[config.mk]
export PLATFORM = sky130hd
export DESIGN_NAME = dsp_boot_seq
export DESIGN_NICKNAME = d
export VERILOG_FILES = /design/src/rtl/dsp_boot_pkg.sv /design/src/rtl/dsp_boot_seq_sync_edge_det.sv /design/src/rtl/dsp_boot_seq.sv
export SDC_FILE = /design/constraint.sdc
export NUM_CORES = 1
export LEC_CHECK = 0
export CORE_MARGIN = 5
export CORE_UTILIZATION = 53
export CTS_CLUSTER_SIZE = 40
export DETAILED_ROUTE_END_ITERATION = 8
export GPL_TIMING_DRIVEN = 0
export PLACE_DENSITY_LB_ADDON = 0.15
export SLEW_MARGIN = 20
export SYNTH_ARGS = -nofsm -noshare
export SYNTH_HDL_FRONTEND = slang
export SYNTH_SLANG_ARGS = --single-unit
[constraint.sdc]
create_clock -name clk_sys -period 2.6 [get_ports clk_sys]
set_input_delay 0.52 -clock clk_sys [delete_from_list [all_inputs] [get_ports clk_sys]]
set_output_delay 0.52 -clock clk_sys [all_outputs]
set_load 0.02 [all_outputs]
[src/rtl/dsp_boot_pkg.sv]
// dsp_boot_pkg: shared definitions for the DSP0 boot sequencer.
//   - boot_state_e : FSM state encodings (also exported on the debug port)
//   - BOOT_MODE_DEFAULT : default 13-bit boot-strap value
//   - STRAP_LSB/STRAP_MSB/STRAP_W : strap bus bit indices (bit 0 = strap 1)
`timescale 1ns/1ps
package dsp_boot_pkg;

  typedef enum logic [2:0] {
    ST_POR     = 3'd0,
    ST_RSTFULL = 3'd1,
    ST_HOLD    = 3'd2,
    ST_WAIT_HB = 3'd3,
    ST_RUN     = 3'd4,
    ST_FAIL    = 3'd5
  } boot_state_e;

  localparam int STRAP_LSB = 0;
  localparam int STRAP_MSB = 12;
  localparam int STRAP_W   = STRAP_MSB - STRAP_LSB + 1;

  localparam logic [STRAP_W-1:0] BOOT_MODE_DEFAULT = 13'b101_1100000_110;

endpackage

[src/rtl/dsp_boot_seq_sync_edge_det.sv]
// sync_edge_det: 2-FF synchronizer followed by a registered rising-edge pulse.
// Ports:
//   clk        in  sampling clock
//   rst        in  asynchronous active-high reset
//   async_in   in  asynchronous input
//   rise_pulse out one-cycle registered pulse per rising edge of async_in
// Latency from async_in rising to rise_pulse high: 3 clock edges.
`timescale 1ns/1ps
module sync_edge_det (
  input  logic clk,
  input  logic rst,
  input  logic async_in,
  output logic rise_pulse
);

  logic sync1_q, sync1_d;
  logic sync2_q, sync2_d;
  logic sync3_q, sync3_d;
  logic pulse_q, pulse_d;

  always_comb begin
    sync1_d = async_in;
    sync2_d = sync1_q;
    sync3_d = sync2_q;
    pulse_d = sync2_q & ~sync3_q;
  end

  always_ff @(posedge clk or posedge rst) begin
    if (rst) begin
      sync1_q <= 1'b0;
      sync2_q <= 1'b0;
      sync3_q <= 1'b0;
      pulse_q <= 1'b0;
    end else begin
      sync1_q <= sync1_d;
      sync2_q <= sync2_d;
      sync3_q <= sync3_d;
      pulse_q <= pulse_d;
    end
  end

  assign rise_pulse = pulse_q;

endmodule

[src/rtl/dsp_boot_seq.sv]
// dsp_boot_seq: power-on / reset sequencer for DSP0.
// Drives PORn and RESETFULLn in order, holds the boot-strap bus at BOOT_MODE
// through reset release, then tri-states the straps and waits for a rising
// edge on the DSP heartbeat GPIO. Reports boot_ok / boot_fail as levels.
// Ports:
//   clk_sys, rst_sys     clock, asynchronous active-high reset
//   boot_req             single-cycle pulse; honoured only in RUN or FAIL,
//                        where it restarts the sequence at POR next cycle.
//                        A pulse in any other state is dropped.
//   dsp_gpio_hb          asynchronous heartbeat from the DSP
//   dsp0_porn, dsp0_resetfulln   DSP reset pins
//   strap_out, strap_oe  strap drive value and pad output enable
//   dsp0_rstn_state      1 while RESETFULLn is high
//   boot_ok, boot_fail   boot outcome levels
//   state                current FSM state (debug)
// All outputs are flops loaded from the next-state decode, so they change
// on the same edge as the state register.
`timescale 1ns/1ps
module dsp_boot_seq
  import dsp_boot_pkg::*;
#(
  parameter logic [STRAP_W-1:0] BOOT_MODE = BOOT_MODE_DEFAULT,
  parameter int T_POR     = 1000,
  parameter int T_RSTFULL = 500,
  parameter int T_HOLD    = 64,
  parameter int T_TIMEOUT = 2**20,
  parameter int CNT_W     = 21
) (
  input  logic                       clk_sys,
  input  logic                       rst_sys,
  input  logic                       boot_req,
  input  logic                       dsp_gpio_hb,
  output logic                       dsp0_porn,
  output logic                       dsp0_resetfulln,
  output logic [STRAP_MSB:STRAP_LSB] strap_out,
  output logic                       strap_oe,
  output logic                       dsp0_rstn_state,
  output logic                       boot_ok,
  output logic                       boot_fail,
  output logic [2:0]                 state
);

  localparam logic [CNT_W-1:0] POR_LAST     = CNT_W'(T_POR - 1);
  localparam logic [CNT_W-1:0] RSTFULL_LAST = CNT_W'(T_RSTFULL - 1);
  localparam logic [CNT_W-1:0] HOLD_LAST    = CNT_W'(T_HOLD - 1);
  localparam logic [CNT_W-1:0] TIMEOUT_LAST = CNT_W'(T_TIMEOUT - 1);

  logic hb_rise;

  sync_edge_det u_hb_det (
    .clk        (clk_sys),
    .rst        (rst_sys),
    .async_in   (dsp_gpio_hb),
    .rise_pulse (hb_rise)
  );

  boot_state_e       state_q, state_d;
  logic [CNT_W-1:0]  cnt_q, cnt_d;
  logic              porn_q, porn_d;
  logic              resetfulln_q, resetfulln_d;
  logic              strap_oe_q, strap_oe_d;
  logic [STRAP_W-1:0] strap_out_q, strap_out_d;
  logic              rstn_state_q, rstn_state_d;
  logic              boot_ok_q, boot_ok_d;
  logic              boot_fail_q, boot_fail_d;

  // Next-state and counter.
  always_comb begin
    state_d = state_q;
    cnt_d   = cnt_q + 1'b1;
    case (state_q)
      ST_POR:     if (cnt_q == POR_LAST)     state_d = ST_RSTFULL;
      ST_RSTFULL: if (cnt_q == RSTFULL_LAST) state_d = ST_HOLD;
      ST_HOLD:    if (cnt_q == HOLD_LAST)    state_d = ST_WAIT_HB;
      ST_WAIT_HB: begin
        // Heartbeat takes priority over a coincident timeout.
        if (hb_rise)                     state_d = ST_RUN;
        else if (cnt_q == TIMEOUT_LAST)  state_d = ST_FAIL;
      end
      ST_RUN, ST_FAIL: begin
        cnt_d = cnt_q;  // parked; no timing needed here
        if (boot_req) state_d = ST_POR;
      end
      default: state_d = ST_POR;
    endcase
    if (state_d != state_q) cnt_d = '0;
  end

  // Output decode from the next state.
  always_comb begin
    porn_d       = (state_d != ST_POR);
    resetfulln_d = (state_d inside {ST_HOLD, ST_WAIT_HB, ST_RUN, ST_FAIL});
    strap_oe_d   = (state_d inside {ST_POR, ST_RSTFULL, ST_HOLD});
    strap_out_d  = BOOT_MODE;
    rstn_state_d = resetfulln_d;
    boot_ok_d    = (state_d == ST_RUN);
    boot_fail_d  = (state_d == ST_FAIL);
  end

  always_ff @(posedge clk_sys or posedge rst_sys) begin
    if (rst_sys) begin
      state_q      <= ST_POR;
      cnt_q        <= '0;
      porn_q       <= 1'b0;
      resetfulln_q <= 1'b0;
      strap_oe_q   <= 1'b1;
      strap_out_q  <= BOOT_MODE;
      rstn_state_q <= 1'b0;
      boot_ok_q    <= 1'b0;
      boot_fail_q  <= 1'b0;
    end else begin
      state_q      <= state_d;
      cnt_q        <= cnt_d;
      porn_q       <= porn_d;
      resetfulln_q <= resetfulln_d;
      strap_oe_q   <= strap_oe_d;
      strap_out_q  <= strap_out_d;
      rstn_state_q <= rstn_state_d;
      boot_ok_q    <= boot_ok_d;
      boot_fail_q  <= boot_fail_d;
    end
  end

  assign dsp0_porn       = porn_q;
  assign dsp0_resetfulln = resetfulln_q;
  assign strap_out       = strap_out_q;
  assign strap_oe        = strap_oe_q;
  assign dsp0_rstn_state = rstn_state_q;
  assign boot_ok         = boot_ok_q;
  assign boot_fail       = boot_fail_q;
  assign state           = state_q;

endmodule

; ---- After elaboration in Yosys (flattened, before gate mapping)
; Cells that the tools add are included.
[op_classes]
addsub = 1
mul = 0
n_div = 0
order_cmp = 0
eq_ne = 16
shifts = 0
n_mux = 9
n_bitwise = 2
n_reduce_logical = 6
[op_table]
columns = op, count
row1 = $mux 21, 2
row2 = $add 21x1->21 const B, 1
row3 = $eq 21x10->1 const B, 1
row4 = $eq 21x20->1 const B, 1
row5 = $eq 21x6->1 const B, 1
row6 = $eq 21x9->1 const B, 1
row7 = $mux 3, 6
row8 = $pmux 3 s5, 1
row9 = $eq 3x2->1 const B, 4
row10 = $eq 3x3->1 const B, 4
row11 = $eq 3x1->1 const B, 2
row12 = $logic_not 3->1, 2
row13 = $reduce_bool 3->1, 2
row14 = $reduce_bool 4->1, 1
row15 = $ne 3x3->1, 1
row16 = $ne 2x2->1 const B, 1
row17 = $reduce_or 2->1, 1
row18 = $and 1x1->1, 1
row19 = $not 1->1, 1
[word_totals]
register_bits = 33
latchBits = 0
mem_bits_rw = 0
rom_bits = 0
inputBits = 4
output_inout_bits = 22
elab_cells = 45
mem_count = 0

; ---- Logic depth before layout (Yosys ltp)
; Gate-level depths: netlist (run 1).
[depth]
word_depth = 6
ltp_mapped = 7
mapped_depth_nobuf = 7

; ---- Hierarchy
; A second synthesis (run 1) with hierarchy kept.
[unflattened]
cells_unflattened = 182
hier_area_um2 = 1834.3
[modules_own_cells]
columns = mod, n_inst, cells_per_inst, area_each_um2
row1 = dsp_boot_seq, 1, 176, 1716.6
row2 = sync_edge_det, 1, 6, 117.6

; ---- Worst setup path before layout (run 1)
; No wires, ideal clock.
[synth_timing]
kind = flip-flop to flip-flop
startpoint = register cnt_q[0]
endpoint = register cnt_q[1]
setup_time_ns = 0.130
t_arrival_ns = 2.008
slack_ns = 0.462
stages_incl_launch_ff = 8
n_path_buf = 1
synth_period_minus_slack_ns = 2.138
path_cell_list = dfrtp_1 ha_1 nand3_1 or4_1 o31a_1 a221oi_4 buf_6 nor3_1
[synth_between]
elab_chain_len = 6
elab_cells_between_ends = 15
cone_classes = add/sub: 1 / eq/ne: 6 / mux: 8
[synth_rtl]
columns = item, line
row1 = start: declaration, dsp_boot_seq.sv:58  ; logic [CNT_W-1:0] cnt_q, cnt_d;
row2 = start signal: assignment, dsp_boot_seq.sv:113  ; cnt_q <= cnt_d;
row3 = $eq 21x20->1, dsp_boot_seq.sv:78  ; else if (cnt_q == TIMEOUT_LAST) state_d = ST_FAIL;
row4 = $mux 3, dsp_boot_seq.sv:78
row5 = $mux 3, dsp_boot_seq.sv:77  ; if (hb_rise) state_d = ST_RUN;
row6 = $pmux 3 s5, dsp_boot_seq.sv:71  ; case (state_q)
row7 = $ne 3x3->1, dsp_boot_seq.sv:86  ; if (state_d != state_q) cnt_d = '0;
row8 = $ne 2x2->1 (no line) or $mux 21 (tied branches), --
; Parallel ways exist; a longest one is shown, timed or not. The select of a mux whose other input is x is not followed.
; A chain may end at the register's enable or synchronous reset.

; ---- Worst setup path in the final report (run 1)
[layout_timing]
startpoint = register cnt_q[0]
endpoint = register cnt_q[3]
; The elaborated chain is that of the path after synthesis.

==> results_dict.tcl, run 1 <==
set metrics [dict create \
    cts_tree "built" \
    required_ps 2820 \
    vias_per_cell 5.22 \
    row_count 21 \
    use_met2 0.286 \
    path_buf_inv 1 \
    drc 0 \
    leakage_nw 0.916 \
    wire_per_inst_um 13.5 \
    cts_setup_buffers 0 \
    layout_commonest_cell "dfrtp_1" \
    grt_pass1_vias 1342 \
    finalHoldViolCount 0 \
    async_flop_share 1.00 \
    cts-resized-gates 0 \
    place.gp.congestion 0.884 \
    setup_slack_ps 217 \
    final_core_util 0.635 \
    yosysSeqAreaShare 0.465 \
    ys_dominant_reg_cell "dfrtp_1" \
    power_density_mw_per_mm2 465 \
    crit_fanout 10 \
    grt_usage 0.175 \
    cts.reportedPaths.clkPinSlew_ps 100 \
    synth.distinct_cells 38 \
    cp-end-kind "flop" \
    path_class "flop to flop" \
    clockRootBuffer "clkbuf_4" \
    path_cells "ha_1, nand3_1, or4_1, o31a_1, a221oi_4, buf_6, nor3_1" \
    status "finished clean" \
    dp.cells 254 \
    maxSlewViolCount 0 \
    hold_class "flop to flop" \
    fillers 290 \
    chipHeight_um 68.0 \
    setup_viol 0 \
    grt_use_met3 0.0509 \
    grt_pass1_wl_um 6000 \
    start_util 0.542 \
    portBuffers 12 \
    antenna_left 0 \
    yosys_register_bits 33 \
    skew_ps 3.59 \
    rsz0062_at_grt "false" \
    clk_path_buf_depth 2 \
    slowest_delay_ps 570 \
    clock_sinks 33 \
    io_pins 26 \
    antenna_found_initial 0 \
    arrival_ps 2600 \
    core_sq_mm 0.00328 \
    drv_cap 0 \
    route.vias.total 1367 \
    first_pass_iters 6 \
    grt_overflow 0 \
    syn_inst 185 \
    cp-start-kind "flop" \
    area_growth_pct 17.1 \
    peakVddDrop_v 0.000303 \
    crit_family "simple AND/OR/NAND/NOR gates" \
    busiest_layer "met2" \
    min_period_ps 2380 \
    stdcell_count 262 \
    cts_hold_buf 0 \
    pre_cts_ws_ps 137 \
    synth_edf_count 0 \
    grt_max_degree 34 \
    finalCritPeriodShare 0.917 \
    cts.htree.levels 2 \
    drt_iter0_drc 39 \
    totalWireLength_um 3530 \
    yosysWarnings 0 \
    drive_above_1_share 0.153 \
    max_slew_margin 0.511 \
    synth.cell_area_sq_mm 0.00178 \
    final_cell_mix "32 x dfrtp_1, 17 x nor2_1, 17 x nor3_1, 16 x xnor2_1, 14 x buf_4" \
    dieArea_sq_mm 0.00462 \
    die_x_um 68.0 \
    cts_buffers 5 \
    syn_avg_cell_area_sq_um 9.62 \
    crit_slowest_cell "or4_1" \
    clk_latency_ps 340 \
    dpl.hpwl_um 2620 \
    max_freq_mhz 420 \
    nNetsFinal 221 \
    diodes 0 \
    tightestPinTransition_ps 732 \
    setup_tns_ps 0 \
    use_met1 0.218 \
]
-- power by group --
part / internal (W) / total [W] / switching, W
logic: 0.0000186 / 0.0000502 / 0.0000317
registers: 0.000516 / 0.000517 / 0.00000127
clock network: 0.000230 / 0.000401 / 0.000171
-- worst paths after layout --
kind                                   from               end  slack [ps]  cells after the start
max in group asynchronous           rst_sys         cnt_q[16]        1590                      2
min reg2reg                u_hb_det.sync1_q  u_hb_det.sync2_q         370                      0
min in group asynchronous           rst_sys         cnt_q[14]         580                      2
max                                cnt_q[0]          cnt_q[3]         220                      7
min                        u_hb_det.sync1_q  u_hb_det.sync2_q         370                      0
max reg2reg                        cnt_q[0]          cnt_q[3]         220                      7
-- routing by layer --
| metal | routed length (um) | share of wire |
|---|---|---|
| met5 | 0 | 0 |
| met4 | 53 | 0.015 |
| met3 | 211 | 0.060 |
| met2 | 1670 | 0.47 |
| met1 | 1590 | 0.45 |
-- area by class of cell --
type                            count  area (sq um)  area share
Tap cell                           46          57.6      0.0276
Multi-Input combinational cell    135           822       0.394
Clock inverter                      1          30.0      0.0144
Timing Repair Buffer               12           120      0.0576
Buffer                             20           143      0.0684
Clock buffer                        7          55.1      0.0264
Inverter                            8          30.0      0.0144
Sequential cell                    33           827       0.397
-- worst reg2reg max path, cell delays in order, from the launching register on --
cell and delay, ps:
dfrtp_1 440, ha_1 170, nand3_1 130, or4_1 570, o31a_1 340, a221oi_4 350
buf_6 190, nor3_1 60
-- flip-flops by register name (all words and copies together) (netlist names) --
name	flops
u_hb_det.rise_pulse	1
dsp0_rstn_state	1
boot_ok	1
boot_fail	1
u_hb_det.sync3_q	1
state	3
u_hb_det.sync1_q	1
cnt_q	21
u_hb_det.sync2_q	1
strap_oe	1
dsp0_porn	1
-- stage by stage --
stage / hold WS (ps) / total power, W / instance area, sq um
finish: 367 / 0.000968 / 2080
global route: 380 / 0.00101 / 2080
CTS: 372 / 0.000978 / 2080
detailed placement: 350 / 0.000577 / 2000
global placement: 336 / 0.000576 / 2000
floorplan: 331 / 0.000569 / 1820
-- kinds of logic (layout without fill, tap and decap cells) --
group | count (synthesis) | in the layout | share of synthesized area
simple gates | 84 | 84 | 0.253
flops | 33 | 33 | 0.465
buf+inv | 28 | 48 | 0.0970
xor+xnor | 20 | 20 | 0.0984
compound gates | 15 | 15 | 0.0632
fa+ha+maj | 2 | 2 | 0.0141
other cells | 2 | 13 | 0.00422
mux | 1 | 1 | 0.00562
-- Yosys cell counts, types with 4 or more instances --
master | n | share of area
a21oi_1 | 4 | 0.011
a31oi_1 | 4 | 0.014
buf_4 | 14 | 0.059
clkbuf_1 | 4 | 0.0084
dfrtp_1 | 32 | 0.45
inv_1 | 8 | 0.017
nand2_1 | 12 | 0.025
nand2b_1 | 4 | 0.014
nand3_1 | 6 | 0.017
nor2_1 | 17 | 0.036
nor3_1 | 17 | 0.048
nor4_1 | 10 | 0.035
xnor2_1 | 16 | 0.079
xor2_1 | 4 | 0.020
(Power assumes the default switching activity.)
==> inputs of run 2 (changes only) <==
--- a/config.mk
+++ b/config.mk
@@ -5,10 +5,12 @@
 export SDC_FILE = /design/constraint.sdc
 export NUM_CORES = 1
 export LEC_CHECK = 0
+export ABC_AREA = 0
 export CORE_MARGIN = 5
-export CORE_UTILIZATION = 53
+export CORE_UTILIZATION = 62
 export CTS_CLUSTER_SIZE = 40
 export DETAILED_ROUTE_END_ITERATION = 8
+export DONT_BUFFER_PORTS = 1
 export GPL_TIMING_DRIVEN = 0
 export PLACE_DENSITY_LB_ADDON = 0.15
 export SLEW_MARGIN = 20
==> results_dict.tcl, run 2 (same netlist as run 1, synthesis figures left out) <==
set metrics [dict create \
    grt_overflow 0 \
    chipHeight_um 63.6 \
    cts_hold_buf 0 \
    totalWireLength_um 3670 \
    cts_tree "built" \
    crit_family "simple AND/OR/NAND/NOR gates" \
    startpoint "state[1]" \
    place.gp.congestion 0.951 \
    reg2reg_slack_ps 150 \
    largest_reg_flops 21 \
    rsz0062_at_grt "false" \
    setup_viol 0 \
    timing.rr.end "cnt_q[6]" \
    tightestPinTransition_ps 774 \
    rr_worst_depth 6 \
    power_density_mw_per_mm2 498 \
    max_freq_mhz 408 \
    diodes 0 \
    cp-start-kind "flop" \
    first_pass_iters 4 \
    regMostFlops "cnt_q" \
    antenna_found_initial 0 \
    status "finished clean" \
    wire_per_inst_um 15.6 \
    cp-end-kind "flop" \
    dpl.hpwl_um 2700 \
    arrival_ps 2670 \
    max_slew_margin 0.483 \
    final_core_util 0.706 \
    cts_buffers 5 \
    fin_total_pwr_w 0.000970 \
    final_cell_mix "32 x dfrtp_1, 17 x nor2_1, 17 x nor3_1, 16 x xnor2_1, 14 x buf_4" \
    clk_path_buf_depth 2 \
    pre_cts_ws_ps 173 \
    required_ps 2810 \
    finalCritPeriodShare 0.944 \
    drive_above_1_share 0.162 \
    path_buf_inv 1 \
    leakage_nw 0.870 \
    dieArea_sq_mm 0.00404 \
    portBuffers 0 \
    skew_ps 14.7 \
    grt_pass1_vias 1324 \
    antenna_left 0 \
    route.vias.total 1357 \
    finalHoldViolCount 0 \
    io_pins 26 \
    clock_sinks 33 \
    hold_class "input port to async pin" \
    cts.reportedPaths.clkPinSlew_ps 110 \
    grt_pass1_wl_um 6240 \
    core_sq_mm 0.00276 \
    peakVddDrop_v 0.000490 \
    r2r_start "state[1]" \
    grt_usage 0.200 \
    vias_per_cell 5.77 \
    start_util 0.646 \
    drc 0 \
    row_count 19 \
    nNetsFinal 209 \
    drt_iter0_drc 59 \
    cp.depth 6 \
    crit_end "cnt_q[6]" \
    area_growth_pct 9.28 \
    layout_commonest_cell "dfrtp_1" \
    setup_tns_ps 0 \
    cts_setup_buffers 0 \
    path_class "flop to flop" \
    path_cells "clkbuf_1, or4b_2, nor4_1, o2111ai_1, nand2_1, nor3_1" \
    setup_slack_ps 146 \
    drv_cap 0 \
    multi_input_area_sq_um 822 \
    cts.htree.levels 2 \
    seq_area_sq_um 827 \
    clockRootBuffer "clkbuf_4" \
    clk_latency_ps 350 \
    grt_max_degree 34 \
    fillers 221 \
    min_period_ps 2450 \
    cts-resized-gates 0 \
    final_area_sq_mm 0.00195 \
    crit_fanout 9 \
    maxSlewViolCount 0 \
    crit_slowest_cell "or4b_2" \
    slowest_delay_ps 630 \
    die_x_um 63.6 \
    placed_area_sq_mm 0.00186 \
]
==> run 2: cell types whose count changed in the layout (fill, tap and decap cells not counted) <==
cell / previous run / this run
clkdlybuf4s50_1: 12 / 0
==> run 2: worst reg2reg max path: stages (launching register included) <==
cell and delay (ps):
dfrtp_1 470, clkbuf_1 340, or4b_2 630, nor4_1 210, o2111ai_1 240, nand2_1 340, nor3_1 100
==> run 2: final cells by class <==
cell class	instances	share of cell area
flip-flops and latches	33	0.425
plain buffers	20	0.0733
clock inverters	1	0.0154
inverters	8	0.0154
well taps	31	0.0199
clock buffers	7	0.0283
multi-input cells	135	0.423
==> run 2: worst min-delay path by stage <==
stage | from | end | cells after the start
after floorplan | u_hb_det.sync1_q | u_hb_det.sync2_q | 0
after global placement | u_hb_det.sync1_q | u_hb_det.sync2_q | 0
after detailed placement | u_hb_det.sync1_q | u_hb_det.sync2_q | 0
after CTS | rst_sys | cnt_q[19] | 1
after global routing | dsp_gpio_hb | u_hb_det.sync1_q | 0
final | rst_sys | cnt_q[19] | 1
==> run 2: stage by stage <==
step | hold slack (ps) | std cells
4_1_cts | 158 | 235
3_3_place_gp | 341 | 227
5_1_grt | 164 | 235
6_report | 138 | 235
3_5_place_dp | 343 | 227
2_1_floorplan | 331 | 196
==> run 2: metal layers <==
layer,vias up,part of all wire,wire length [um],track usage
met2,41,0.52,1900,0.327
met5,-,0,0,0
met4,0,0.020,75,0.0753
met1,657,0.40,1470,0.239
li1,648,-,-,-
met3,11,0.061,224,0.0693
==> run 2: where the power goes <==
group | internal [W] | switching [W]
sequential | 0.000516 | 0.00000146
combinational | 0.0000147 | 0.0000307
clock | 0.000230 | 0.000177
==> inputs of run 3 (changes only) <==
--- a/config.mk
+++ b/config.mk
@@ -5,15 +5,17 @@
 export SDC_FILE = /design/constraint.sdc
 export NUM_CORES = 1
 export LEC_CHECK = 0
-export ABC_AREA = 0
+export ABC_AREA = 1
 export CORE_MARGIN = 5
-export CORE_UTILIZATION = 62
+export CORE_UTILIZATION = 63
 export CTS_CLUSTER_SIZE = 40
 export DETAILED_ROUTE_END_ITERATION = 8
 export DONT_BUFFER_PORTS = 1
 export GPL_TIMING_DRIVEN = 0
 export PLACE_DENSITY_LB_ADDON = 0.15
+export REMOVE_ABC_BUFFERS = 1
 export SLEW_MARGIN = 20
 export SYNTH_ARGS = -nofsm -noshare
 export SYNTH_HDL_FRONTEND = slang
+export SYNTH_HIERARCHICAL = 1
 export SYNTH_SLANG_ARGS = --single-unit
==> results_dict.tcl, run 3 <==
set metrics [dict create \
    clockRootBuffer "clkbuf_4" \
    layout_commonest_cell "nand2_1" \
    clock_sinks 33 \
    yosys-top-cells-count "40 x nand2_1, 32 x dfrtp_1, 32 x nor2_1" \
    drv_cap 0 \
    grt_pass1_vias 1369 \
    peakVddDrop_v 0.000351 \
    rsz0062_at_grt "false" \
    cts_buffers 5 \
    totalWireLength_um 3460 \
    synth.cell_area_sq_mm 0.00196 \
    arrival_ps 2530 \
    skew_ps 7.91 \
    required_ps 2800 \
    cts-resized-gates 0 \
    holdWs_ps 124 \
    top_layer "met4" \
    route.vias.total 1419 \
    die_x_um 65.8 \
    dpl.hpwl_um 2520 \
    pre_cts_ws_ps 311 \
    path_class "flop to flop" \
    tightestPinTransition_ps 607 \
    vias_per_cell 4.98 \
    finalCritPeriodShare 0.894 \
    drc 0 \
    cts_setup_buffers 0 \
    chipHeight_um 65.8 \
    start_util 0.647 \
    diodes 0 \
    maxSlewViolCount 0 \
    async_flop_share 1.00 \
    leakage_nw 0.967 \
    multi_input_area_sq_um 936 \
    setup_viol 0 \
    io_pins 26 \
    synth.distinct_cells 31 \
    grt_max_degree 30 \
    seq_area_sq_um 827 \
    setup_tns_ps 0 \
    clk_path_buf_depth 2 \
    grt_overflow 0 \
    core_sq_mm 0.00303 \
    clk_latency_ps 340 \
    yosysSeqAreaShare 0.422 \
    cp-start-kind "flop" \
    grt_usage 0.187 \
    max_slew_margin 0.595 \
    grt_pass1_wl_um 6130 \
    crit_fanout 21 \
    cts_hold_buf 1 \
    cts.reportedPaths.clkPinSlew_ps 100 \
    power_density_mw_per_mm2 502 \
    antenna_left 0 \
    hold_class "input port to async pin" \
    drt_iter0_drc 94 \
    yosysWarnings 6 \
    cts.htree.levels 2 \
    setup_slack_ps 275 \
    portBuffers 0 \
    antenna_found_initial 0 \
    fillers 280 \
    synthTopCellsByArea "dfrtp_1 41%, nand2_1 7.7%, nor2_1 6.1%" \
    synth_edf_count 0 \
    yosysTopAreaCell "dfrtp_1" \
    ys_dominant_reg_cell "dfrtp_1" \
    status "finished clean" \
    final_cell_mix "40 x nand2_1, 32 x nor2_1, 32 x dfrtp_1, 21 x inv_1, 18 x nor2_2" \
    finalHoldViolCount 0 \
    drive_above_1_share 0.174 \
    largest_reg_flops 21 \
    cts_tree "built" \
    nNetsFinal 246 \
    min_period_ps 2330 \
    synth_top_area_frac 0.409 \
    dieArea_sq_mm 0.00433 \
    cp-end-kind "flop" \
    regMostFlops "cnt_q" \
    place.gp.congestion 0.880 \
    max_freq_mhz 430 \
    yosys_register_bits 33 \
    dr_wl_met3_um 192 \
    area_growth_pct 0.894 \
    wire_per_inst_um 12.1 \
    m1WireLength_um 1610 \
    synth_most_common_cell "nand2_1" \
    wl_met2_um 1600 \
    syn_avg_cell_area_sq_um 8.20 \
    first_pass_iters 4 \
    row_count 20 \
    syn_inst 239 \
]
## run 3: cell count changes after synthesis, sizes merged, moves of 11 or more
cell,change
inv,+18
nand2,+32
nand3,+12
nor2,+33
nor3,-12
xnor2,-11
## run 3: critical path: stages (launching register included)
cell	delay, ps
dfrtp_1	540
inv_1	150
nand2_1	330
nor3_1	380
a21oi_1	100
nand4_1	90
nand2_1	70
nand2_2	450
nor2_1	90
## run 3: worst paths after layout
| check | startpoint | end | slack, ps | cells after the start |
|---|---|---|---|---|
| max | state[1] | cnt_q[18] | 270 | 8 |
| min | rst_sys | cnt_q[0] | 120 | 1 |
| max reg2reg | state[1] | cnt_q[18] | 270 | 8 |
| min reg2reg | u_hb_det/sync1_q | u_hb_det/sync2_q | 380 | 0 |
| max in group asynchronous | rst_sys | u_hb_det/sync2_q | 1950 | 2 |
| min in group clk_sys | dsp_gpio_hb | u_hb_det/sync1_q | 200 | 0 |
## run 3: cell families after synthesis
family          Yosys count  synth area share
simple gates            130             0.330
mux                       1           0.00511
buf+inv                  44             0.121
xor+xnor                 17            0.0760
other cells               2           0.00383
fa+ha+maj                 2            0.0128
compound gates           10            0.0287
flops                    33             0.422
## run 3: final cells by class
type / instances / share of cell area
inverters: 26 / 0.0494
flip-flops and latches: 33 / 0.418
clock buffers: 6 / 0.0209
multi-input cells: 173 / 0.473
well taps: 44 / 0.0278
repair buffers: 1 / 0.00506
clock inverters: 2 / 0.00506
## run 3: layer usage
metal | vias to the layer above | track usage
met5 | - | 0
met4 | 0 | 0.0777
met3 | 7 | 0.0408
met2 | 33 | 0.300
met1 | 655 | 0.242
li1 | 724 | -
## run 3: per-stage QoR
stage               area, sq um  instances  utilization  power (W)
finish                     1980        285        0.653   0.000993
global route               1980        285        0.653    0.00106
CTS                        1980        285        0.653   0.000998
detailed placement         1920        276        0.633   0.000730
global placement           1920        276        0.633   0.000724
floorplan                  1860        232            -   0.000699
## run 3: where the power goes
group / internal [W] / total, W / leakage (nW) / switching [W]
Combinational: 0.0000476 / 0.000147 / 0.491 / 0.0000989
Sequential: 0.000539 / 0.000574 / 0.444 / 0.0000349
Clock: 0.000103 / 0.000272 / 0.0320 / 0.000169
